### config.mk
export PLATFORM = sky130hd
export DESIGN_NAME = ram_access_ctrl
export DESIGN_NICKNAME = d
export VERILOG_FILES = /design/src/rtl/ram_access_ctrl.sv
export SDC_FILE = /design/constraint.sdc
export NUM_CORES = 1
export LEC_CHECK = 0
export CORE_ASPECT_RATIO = 1.1
export CORE_MARGIN = 3
export CORE_UTILIZATION = 35
export CTS_BUF_LIST = sky130_fd_sc_hd__clkbuf_4 sky130_fd_sc_hd__clkbuf_8
export DETAILED_ROUTE_END_ITERATION = 16
export REMOVE_ABC_BUFFERS = 1
export SLEW_MARGIN = 0
export SYNTH_ARGS = -nofsm -noshare
export SYNTH_HDL_FRONTEND = slang
export SYNTH_SLANG_ARGS = --single-unit
export TNS_END_PERCENT = 100
### constraint.sdc
create_clock -name clk -period 5.8 [get_ports clk]
set_input_delay 0.87 -clock clk [delete_from_list [all_inputs] [get_ports clk]]
set_output_delay 0.87 -clock clk [all_outputs]
set_load 0.01 [all_outputs]
### src/rtl/ram_access_ctrl.sv
// CPU-side initiator for the 4004-style 4096x4 data RAM.
// Holds the DCL bank and SRC address and sequences RAM strobes per command.
module ram_access_ctrl #(
    parameter int BANK_W = 3,
    parameter int ADDR_W = 12
) (
    input  logic              clk,
    input  logic              rst,
    input  logic              reqValid,
    output logic              reqReady,
    input  logic [2:0]        reqOp,
    input  logic [7:0]        reqData,
    input  logic [1:0]        reqIdx,
    output logic              rspValid,
    output logic [3:0]        rspData,
    output logic              rspErr,
    output logic [ADDR_W-1:0] ramAddr,
    output logic              ramWe,
    output logic              ramRe,
    output logic [3:0]        ramWData,
    input  logic [3:0]        ramRData
);

    localparam logic [2:0] OP_SRC = 3'd0;
    localparam logic [2:0] OP_DCL = 3'd1;
    localparam logic [2:0] OP_WRM = 3'd2;
    localparam logic [2:0] OP_RDM = 3'd3;
    localparam logic [2:0] OP_WRS = 3'd4;
    localparam logic [2:0] OP_RDS = 3'd5;

    typedef enum logic [2:0] {
        S_IDLE,
        S_WR,
        S_RD_ISSUE,
        S_RD_WAIT,
        S_RSP
    } state_t;

    state_t              r_state;
    logic [7:0]          r_src;
    logic [BANK_W-1:0]   r_bank;
    logic                r_err;
    logic [3:0]          r_rspData;
    logic                r_rspValid;
    logic                r_ramWe;
    logic                r_ramRe;
    logic [ADDR_W-1:0]   r_ramAddr;
    logic [3:0]          r_ramWData;

    logic [ADDR_W-1:0]   w_addrMain;
    logic [ADDR_W-1:0]   w_addrStat;
    logic [ADDR_W-1:0]   w_addr;

    // Status characters live in the upper half, four per register.
    assign w_addrMain = {1'b0, r_bank, r_src};
    assign w_addrStat = {1'b1, r_bank, r_src[7:4], 2'b00, reqIdx};
    assign w_addr     = reqOp[2] ? w_addrStat : w_addrMain;

    assign reqReady = (r_state == S_IDLE) && !rst;
    assign rspValid = r_rspValid;
    assign rspData  = r_rspData;
    assign rspErr   = r_err;
    assign ramAddr  = r_ramAddr;
    assign ramWe    = r_ramWe;
    assign ramRe    = r_ramRe;
    assign ramWData = r_ramWData;

    always_ff @(posedge clk) begin
        if (rst) begin
            r_state    <= S_IDLE;
            r_src      <= '0;
            r_bank     <= '0;
            r_err      <= 1'b0;
            r_rspData  <= '0;
            r_rspValid <= 1'b0;
            r_ramWe    <= 1'b0;
            r_ramRe    <= 1'b0;
            r_ramAddr  <= '0;
            r_ramWData <= '0;
        end else begin
            r_rspValid <= 1'b0;
            r_ramWe    <= 1'b0;
            r_ramRe    <= 1'b0;
            unique case (r_state)
                S_IDLE: begin
                    if (reqValid) begin
                        case (reqOp)
                            OP_SRC: begin
                                r_src      <= reqData;
                                r_err      <= 1'b0;
                                r_rspData  <= '0;
                                r_rspValid <= 1'b1;
                                r_state    <= S_RSP;
                            end
                            OP_DCL: begin
                                r_bank     <= reqData[BANK_W-1:0];
                                r_err      <= 1'b0;
                                r_rspData  <= '0;
                                r_rspValid <= 1'b1;
                                r_state    <= S_RSP;
                            end
                            OP_WRM, OP_WRS: begin
                                // Write completes in the strobe cycle itself.
                                r_ramWe    <= 1'b1;
                                r_ramAddr  <= w_addr;
                                r_ramWData <= reqData[3:0];
                                r_err      <= 1'b0;
                                r_rspData  <= '0;
                                r_rspValid <= 1'b1;
                                r_state    <= S_WR;
                            end
                            OP_RDM, OP_RDS: begin
                                r_ramRe    <= 1'b1;
                                r_ramAddr  <= w_addr;
                                r_err      <= 1'b0;
                                r_state    <= S_RD_ISSUE;
                            end
                            default: begin
                                r_err      <= 1'b1;
                                r_rspData  <= '0;
                                r_rspValid <= 1'b1;
                                r_state    <= S_RSP;
                            end
                        endcase
                    end
                end
                S_WR: begin
                    r_state <= S_IDLE;
                end
                S_RD_ISSUE: begin
                    r_state <= S_RD_WAIT;
                end
                S_RD_WAIT: begin
                    r_rspData  <= ramRData;
                    r_rspValid <= 1'b1;
                    r_state    <= S_RSP;
                end
                S_RSP: begin
                    r_err   <= 1'b0;
                    r_state <= S_IDLE;
                end
                default: begin
                    r_state <= S_IDLE;
                end
            endcase
        end
    end

endmodule
* Yosys cells after proc, flatten, opt, wreduce, memory -nomap -nowiden
Cells that the tools add are included.
** Word-level totals
- Register bits :: 38
- Bits of input ports :: 20
- Output and inout port bits :: 25
** Cells by class
- Equality and inequality tests :: 10
- Muxes and demuxes :: 15
- Bitwise operators :: 2
- Reductions and logical operators :: 17
** Operators by type and width (number)
- AND reduction 3 bit :: 5
- equality test 3 x 2 -> 1 bit (second input constant) :: 4
- 2-to-1 mux 12 bit :: 1
- equality test 3 bit (second input constant) :: 3
- case mux 3 bit (3 select lines) :: 1
- 2-to-1 mux 4 bit :: 2
- case mux 4 bit (2 select lines) :: 1
- zero test 3 bit :: 2
- 2-to-1 mux 1 bit :: 6
- case mux 3 bit (2 select lines) :: 1
- OR reduction 6 bit :: 1
- inequality test 2 bit (second input constant) :: 2
- case mux 1 bit (2 select lines) :: 2
- nonzero test 2 bit :: 2
- OR reduction 2 bit :: 2
- OR reduction 4 bit :: 1
- equality test 3 x 1 -> 1 bit (second input constant) :: 1
- 2-to-1 mux 3 bit :: 1
- OR reduction 3 bit :: 1
- NOT 1 bit :: 2
- AND reduction 2 bit :: 1
- logical AND 1 bit :: 1
- zero test 1 bit :: 1

* Logic depth before layout (Yosys ltp)
Gate-level depths: netlist of the first run.
- Word-level depth :: 5
- Depth in mapped cells :: 6

* Least setup slack after synthesis of the first run
No wires, ideal clock.
- Kind :: input to register
- Start point :: in reqValid
- End point :: reg r_bank[0]
- Setup time :: 0.119 ns
- Data arrival time :: 2.069 ns
- Slack :: 3.612 ns
- Stages on the path :: 5
- Cell sequence :: or4b_1 > buf_2 > or4_1 > buf_2 > mux2i_1
** Between the ends
- Longest elaborated chain between the ends :: 1
** Ends and longest elaborated chain
- start: declaration :: RTL line 9 : input logic reqValid,
- AND reduction 3 bit (no source line)
- end signal: assignment :: RTL line 96 : r_bank <= reqData[BANK_W-1:0];
- end: declaration :: RTL line 41 : logic [BANK_W-1:0] r_bank;
Every way passes these cells.
A chain may end at the register's enable or synchronous reset.

* Worst setup path after layout of the first run
- Start point :: in rst
- End point :: out reqReady
** Between the ends
- Longest elaborated chain between the ends :: 2
** Ends and longest elaborated chain
- start: declaration :: RTL line 8 : input logic rst,
- zero test 1 bit :: RTL line 59 : assign reqReady = (r_state == S_IDLE) && !rst;
- logical AND 1 bit :: RTL line 59
- end: declaration :: RTL line 10 : output logic reqReady,
Every way passes these cells.

==> metrics.txt, run 1 <==
met3 GRT Util=3.67%; CTS Buf Count=5; vias per inst=5.24; Final nets=227; post-CTS resize count=0; met1 Use GR=16.4%; critical path's most frequent cell=clkdlybuf4s50_1; ANT cells=0; post-synthesis sequential area ratio=47.4%; Tot Pwr=541 uW; GRT Max-Usage Layer=met2; fin crit share=56.3%; Syn-to-layout area delta=34.8%; Sink Count=38; CP cell instances=clkdlybuf4s50_1 -> buf_4 -> nor4_1 -> clkdlybuf4s50_1; MaxCap Viol Count=0; vias in the first global route=1395; crit path buf inv count=3; Hold WC Path Type=flip-flop to flip-flop; Yosys Warn Count=0; max-slew violation count=0; Hold-fix buffers, CTS=0; H-tree levels=2; row count=25; root buffer cell=clkbuf_8; placed cells=254; slowest stage delay, CP=0.60 ns; via count=1372; Worst VDD drop=121 uV; drt total wl=3740 um; Crit path required time=4.93 ns; worst slew pin tran=1.02 ns; Total Routing Usage GR=14.6%; Worst Reg-to-Reg Cells=3; layout cell share with drive strength beyond 1=6.25%; dpl cell area=2070 um^2; RR Endpoint=r_src[1]; syn_area_per_cell=9.50 um^2; final instance area=2160 um^2; clock buffer depth=2; largest net degree at the start of global routing=51; CTS tree=yes; first-pass GRT wire length=6440 um; r2r setup slk=3.59 ns; grt met2 use=25.7%; fin cells=262; Final setup viols=0; critical path endpoint category=primary output; EDFF count, synth=0; Cell Area, Synth=1610 um^2; PwrDens=250 nW/um^2; crit-path max FO=50; DR DRC count=0; Starting Density=36.9%; setup TNS=0 ns; CP max stage cell=clkdlybuf4s50_1; full die area=5440 um^2; relative slew slack=31.5%; crit path DAT=2.39 ns; die span in x=70.6 um; most frequent cells in the layout=44 x clkdlybuf4s50_1, 38 x dfxtp_1, 23 x nand2b_1; commonest non-fill, non-tap cell in the layout=clkdlybuf4s50_1; FFs w/ async S/R, synth=0%; antenna viol nets, final=0; Die Height=77.0 um; Cell variety after synth=28; aggregate global routing overflow=0; Pleak=0.781 nW; Wirelength per Cell=14.3 um; Period minus WS final=3.26 ns; total number of cells along the worst setup path=4; unrepaired setup endpoints after global routing=false; crit path launch type=input port; clk slew on worst S/H paths=0.07 ns; initial antenna violation count=0; GPL Wtd Cong=0.676; crit path to=reqReady; fin util=49.8%; Port Buffer Count=44; Post-CTS Setup Repair Bufs=0; drt pass-1 iters=4; core footprint=4350 um^2; Ports=45; Primary FF master, synth=dfxtp_1; post-synthesis register bit count=38; worst hold path cell count=2; Final Skew=0.00714 ns; CP Class=input port to primary output; initial DRC count=45; Top delay family on crit path=buffers and inverters; outcome=completed; CP Launch Point=rst; FF-to-FF Start=r_state[0]; clk_lat worst skew=0.28 ns; dpl hpwl=2710 um; Fin. Hold Viols=0; Max Clk Rate=306 MHz; cells after synthesis=169
synthesized netlist by cell type, types with 4 or more instances:
cell / number / area, um^2
mux2i_1: 17 / 170
nand3b_1: 5 / 37.5
inv_1: 5 / 18.8
o21ai_0: 11 / 55.1
clkbuf_1: 11 / 41.3
buf_2: 4 / 20.0
nand3_1: 9 / 45.0
nor4_1: 4 / 25.0
nand2b_1: 23 / 144
dfxtp_1: 38 / 761
a21oi_1: 14 / 70.1
o32ai_1: 4 / 35.0
a211oi_1: 4 / 30.0
routing by layer:
metal / wire [um] / vias to the layer above
li1: - / 678
met1: 1620 / 648
met2: 1840 / 37
met3: 198 / 9
met4: 78 / 0
met5: 0 / -
worst min-delay path, cell delays in order, from the launching register on:
cell and delay (ns):
dfxtp_1 0.32, nand3_1 0.06, a21oi_1 0.05
flip-flops by register name (all words and copies together), names as in the netlist, 3 cells and up:
| register | count |
|---|---|
| ramAddr | 12 |
| r_src | 8 |
| ramWData | 4 |
| rspData | 4 |
| r_bank | 3 |
| r_state | 3 |
cells by family (layout without fill, tap and decap cells):
family	count (synthesis)	count (layout)	share of synthesized area, %
xor gates and xnor gates	2	2	1.09
DFF	38	38	47.4
buffers and inverters	21	60	5.69
and+or+nand+nor	55	55	22.1
AOI/OAI and AO/OA	36	36	13.1
muxes	17	17	10.6
layout make-up:
cell class,count,area (um^2)
clock buffers,7,90.1
clock inverters,1,5.00
fillers,413,2180
inverters,5,18.8
multi-input cells,110,759
flip-flops and latches,38,761
well taps,54,67.6
repair buffers,47,463
power by group:
part           switching (mW)  internal [mW]
sequential            0.00643          0.269
clock                  0.0871          0.101
combinational          0.0392         0.0385
per-stage QoR:
stage	setup slack, ns	hold slack, ns
3_3_place_gp	2.55	0.458
2_1_floorplan	3.35	0.438
6_report	2.54	0.471
4_1_cts	2.51	0.476
5_1_grt	2.34	0.504
3_5_place_dp	2.51	0.461
how the worst min path moves through the flow:
stage / slack, ns / from / end
3_3_place_gp: 0.46 / r_src[4] / r_src[4]
5_1_grt: 0.50 / r_src[2] / r_src[2]
3_5_place_dp: 0.46 / r_src[6] / r_src[6]
4_1_cts: 0.48 / r_src[4] / ramAddr[4]
6_report: 0.47 / r_src[4] / ramAddr[4]
2_1_floorplan: 0.44 / r_bank[2] / ramAddr[10]
Power figures use the tool's default switching activity.
==> inputs of run 2 (changes only) <==
==> constraint.sdc (replaced) <==
create_clock -name clk -period 3.07 [get_ports clk]
set_input_delay 0.4605 -clock clk [delete_from_list [all_inputs] [get_ports clk]]
set_output_delay 0.4605 -clock clk [all_outputs]
set_load 0.01 [all_outputs]
==> run 2 against run 1 <==
Power is 91% higher. First-iteration DRC count up 8.9%. Largest cell class unchanged. Final area up 1.7%. Non-clock buffer count rose by 5. Clock-buffer cell count down 1. Wire length rose by 5.3%. Flip-flop and latch count did not move. Highest routed layer unchanged.
==> metrics.txt, run 2 (synthesis gave the netlist of run 1 again) <==
row count=25 (unchanged); Syn-to-layout area delta=37.2%; die span in x=70.6 um (unchanged); switching power=266 uW (+100%); critical path's most frequent cell=clkdlybuf4s50_1; CTS Buf Count=5 (unchanged); Final nets=232 (+2.2%); crit path launch type=input port; Worst Reg-to-Reg Cells=5 (+2); H-tree levels=2 (unchanged); Reg power frac=50.4% (-0.5 points); critical path endpoint category=primary output; fillers=391 (-5.3%); DR DRC count=0 (unchanged); post-place setup slack=0.582 ns (-1.93 ns); CP cell instances=clkdlybuf4s50_1 -> nor4_1 -> clkdlybuf4s50_1; Max Clk Rate=455 MHz; PwrDens=469 nW/um^2 (+88%); MaxCap Viol Count=0 (unchanged); unrepaired setup endpoints after global routing=false; switching part of the total=25.8% (+1.2 points); r2r setup slk=1.17 ns (-2.42 ns); most frequent cells in the layout=44 x clkdlybuf4s50_1, 38 x dfxtp_1, 23 x nand2b_1; combinational fraction of design power=14.9% (+0.5 points); hold path startpoint=r_bank[0]; crit path DAT=1.74 ns (-0.65 ns); total number of cells along the worst setup path=3 (-1); Die Height=77.0 um (unchanged); outcome=completed; vias per inst=5.09 (-2.7%); fin crit share=71.7%; Int Power=767 uW (+88%); core footprint=4350 um^2 (unchanged); Port Buffer Count=44 (unchanged); Worst VDD drop=307 uV (+150%); Wirelength per Cell=14.8 um (+3.3%); Tot Pwr=1.03 mW (+91%); crit path buf inv count=2 (-1); Top delay family on crit path=buffers and inverters; clock share of power=34.7% (about the same); CP max stage cell=clkdlybuf4s50_1; Period minus WS final=2.20 ns; commonest non-fill, non-tap cell in the layout=clkdlybuf4s50_1; first-pass GRT wire length=6590 um (+2.4%); vias in the first global route=1353 (-3.0%); Ports=45 (unchanged); worst slew pin tran=0.500 ns (-0.520 ns); slowest stage delay, CP=0.60 ns (about the same); root buffer cell=clkbuf_8; CP Class=input port to primary output; drt pass-1 iters=4 (unchanged); setup TNS=0 ns (unchanged); CTS tree=yes; antenna viol nets, final=0 (unchanged); clock buffer depth=2 (unchanged); via count=1360 (-0.87%); RR Endpoint=r_src[5]; Pleak=0.802 nW (+2.6%); full die area=5440 um^2 (unchanged); dpl hpwl=2800 um (+3.4%); Sink Count=38 (unchanged); post-CTS resize count=0 (unchanged); Fin. Hold Viols=0 (unchanged); Post-CTS Setup Repair Bufs=0 (unchanged); relative slew slack=66.6% (+35 points); Final Skew=0.00804 ns (+0.000905 ns); largest net degree at the start of global routing=50 (-2.0%); Total Routing Usage GR=15.5% (+0.94 points); drt total wl=3940 um (+5.3%); initial DRC count=49 (+8.9%); ANT cells=0 (unchanged); CP Launch Point=rst; Crit path required time=2.61 ns (-2.32 ns); max-slew violation count=0 (unchanged); Final setup viols=0 (unchanged); final worst-path setup slack=0.870 ns (-1.67 ns); aggregate global routing overflow=0 (unchanged); FF-to-FF Start=r_state[0]; crit-path max FO=2 (-96%); initial antenna violation count=0 (unchanged); GPL Wtd Cong=0.738 (+9.1%); layout cell share with drive strength beyond 1=8.45% (+2.2 points); crit path to=reqReady; Starting Density=36.9% (unchanged); Hold WC Path Type=flip-flop to flip-flop; max FFs per register=12 (unchanged); clk slew on worst S/H paths=0.07 ns (about the same); Hold-fix buffers, CTS=0 (unchanged); clk_lat worst skew=0.30 ns (+0.02 ns)
[run 2: cell count changes in the layout (fill, tap and decap cells not counted)]
cell,change
clkbuf_4,-1
buf_4,+5
clkinvlp_4,+1
[run 2: worst min-delay path by stage]
stage                        to  slack [ns]  depth (start not counted)
detailed placement   ramAddr[6]        0.46                          2
CTS                  ramAddr[4]        0.48                          2
floorplan           ramAddr[10]        0.44                          2
global route           r_src[7]        0.50                          2
global placement     ramAddr[4]        0.46                          2
finish               ramAddr[8]        0.48                          2
[run 2: layer usage]
metal	routed length (um)	global-route usage, %	vias to the layer above
li1	-	-	686
met1	1670	17.9	630
met2	1970	25.7	37
met3	216	4.98	7
met4	82	7.52	0
met5	0	0	-
[run 2: tightest hold or removal path: cells and delay by family (launching register included)]
family	cells	cell delay [ns]
flip-flops	1	0.31
AND/OR/NAND/NOR	1	0.06
AO/OA/AOI/OAI	1	0.06
[run 2: area by class of cell]
class	instances	area, um^2	area share, %
flip-flops and latches	38	761	34.5
well taps	54	67.6	3.07
repair buffers	52	500	22.7
clock inverters	2	12.5	0.568
inverters	5	18.8	0.852
clock buffers	6	82.6	3.75
multi-input cells	110	759	34.5
[run 2: power by group through the flow]
stage / Combinational, mW / Sequential, mW / Clock [mW]
2_1_floorplan: 0.0607 / 0.533 / 0
6_report: 0.154 / 0.520 / 0.359
3_3_place_gp: 0.151 / 0.530 / 0
3_5_place_dp: 0.154 / 0.532 / 0
4_1_cts: 0.155 / 0.520 / 0.370
5_1_grt: 0.168 / 0.522 / 0.395
[run 2: through the flow]
step                hold WS (ns)  std cells  area, um^2  utilization, %
global route               0.500        267        2200            50.6
global placement           0.459        259        2110            48.5
finish                     0.477        267        2200            50.6
detailed placement         0.464        259        2110            48.5
CTS                        0.477        267        2200            50.6
floorplan                  0.438        153        1530               -
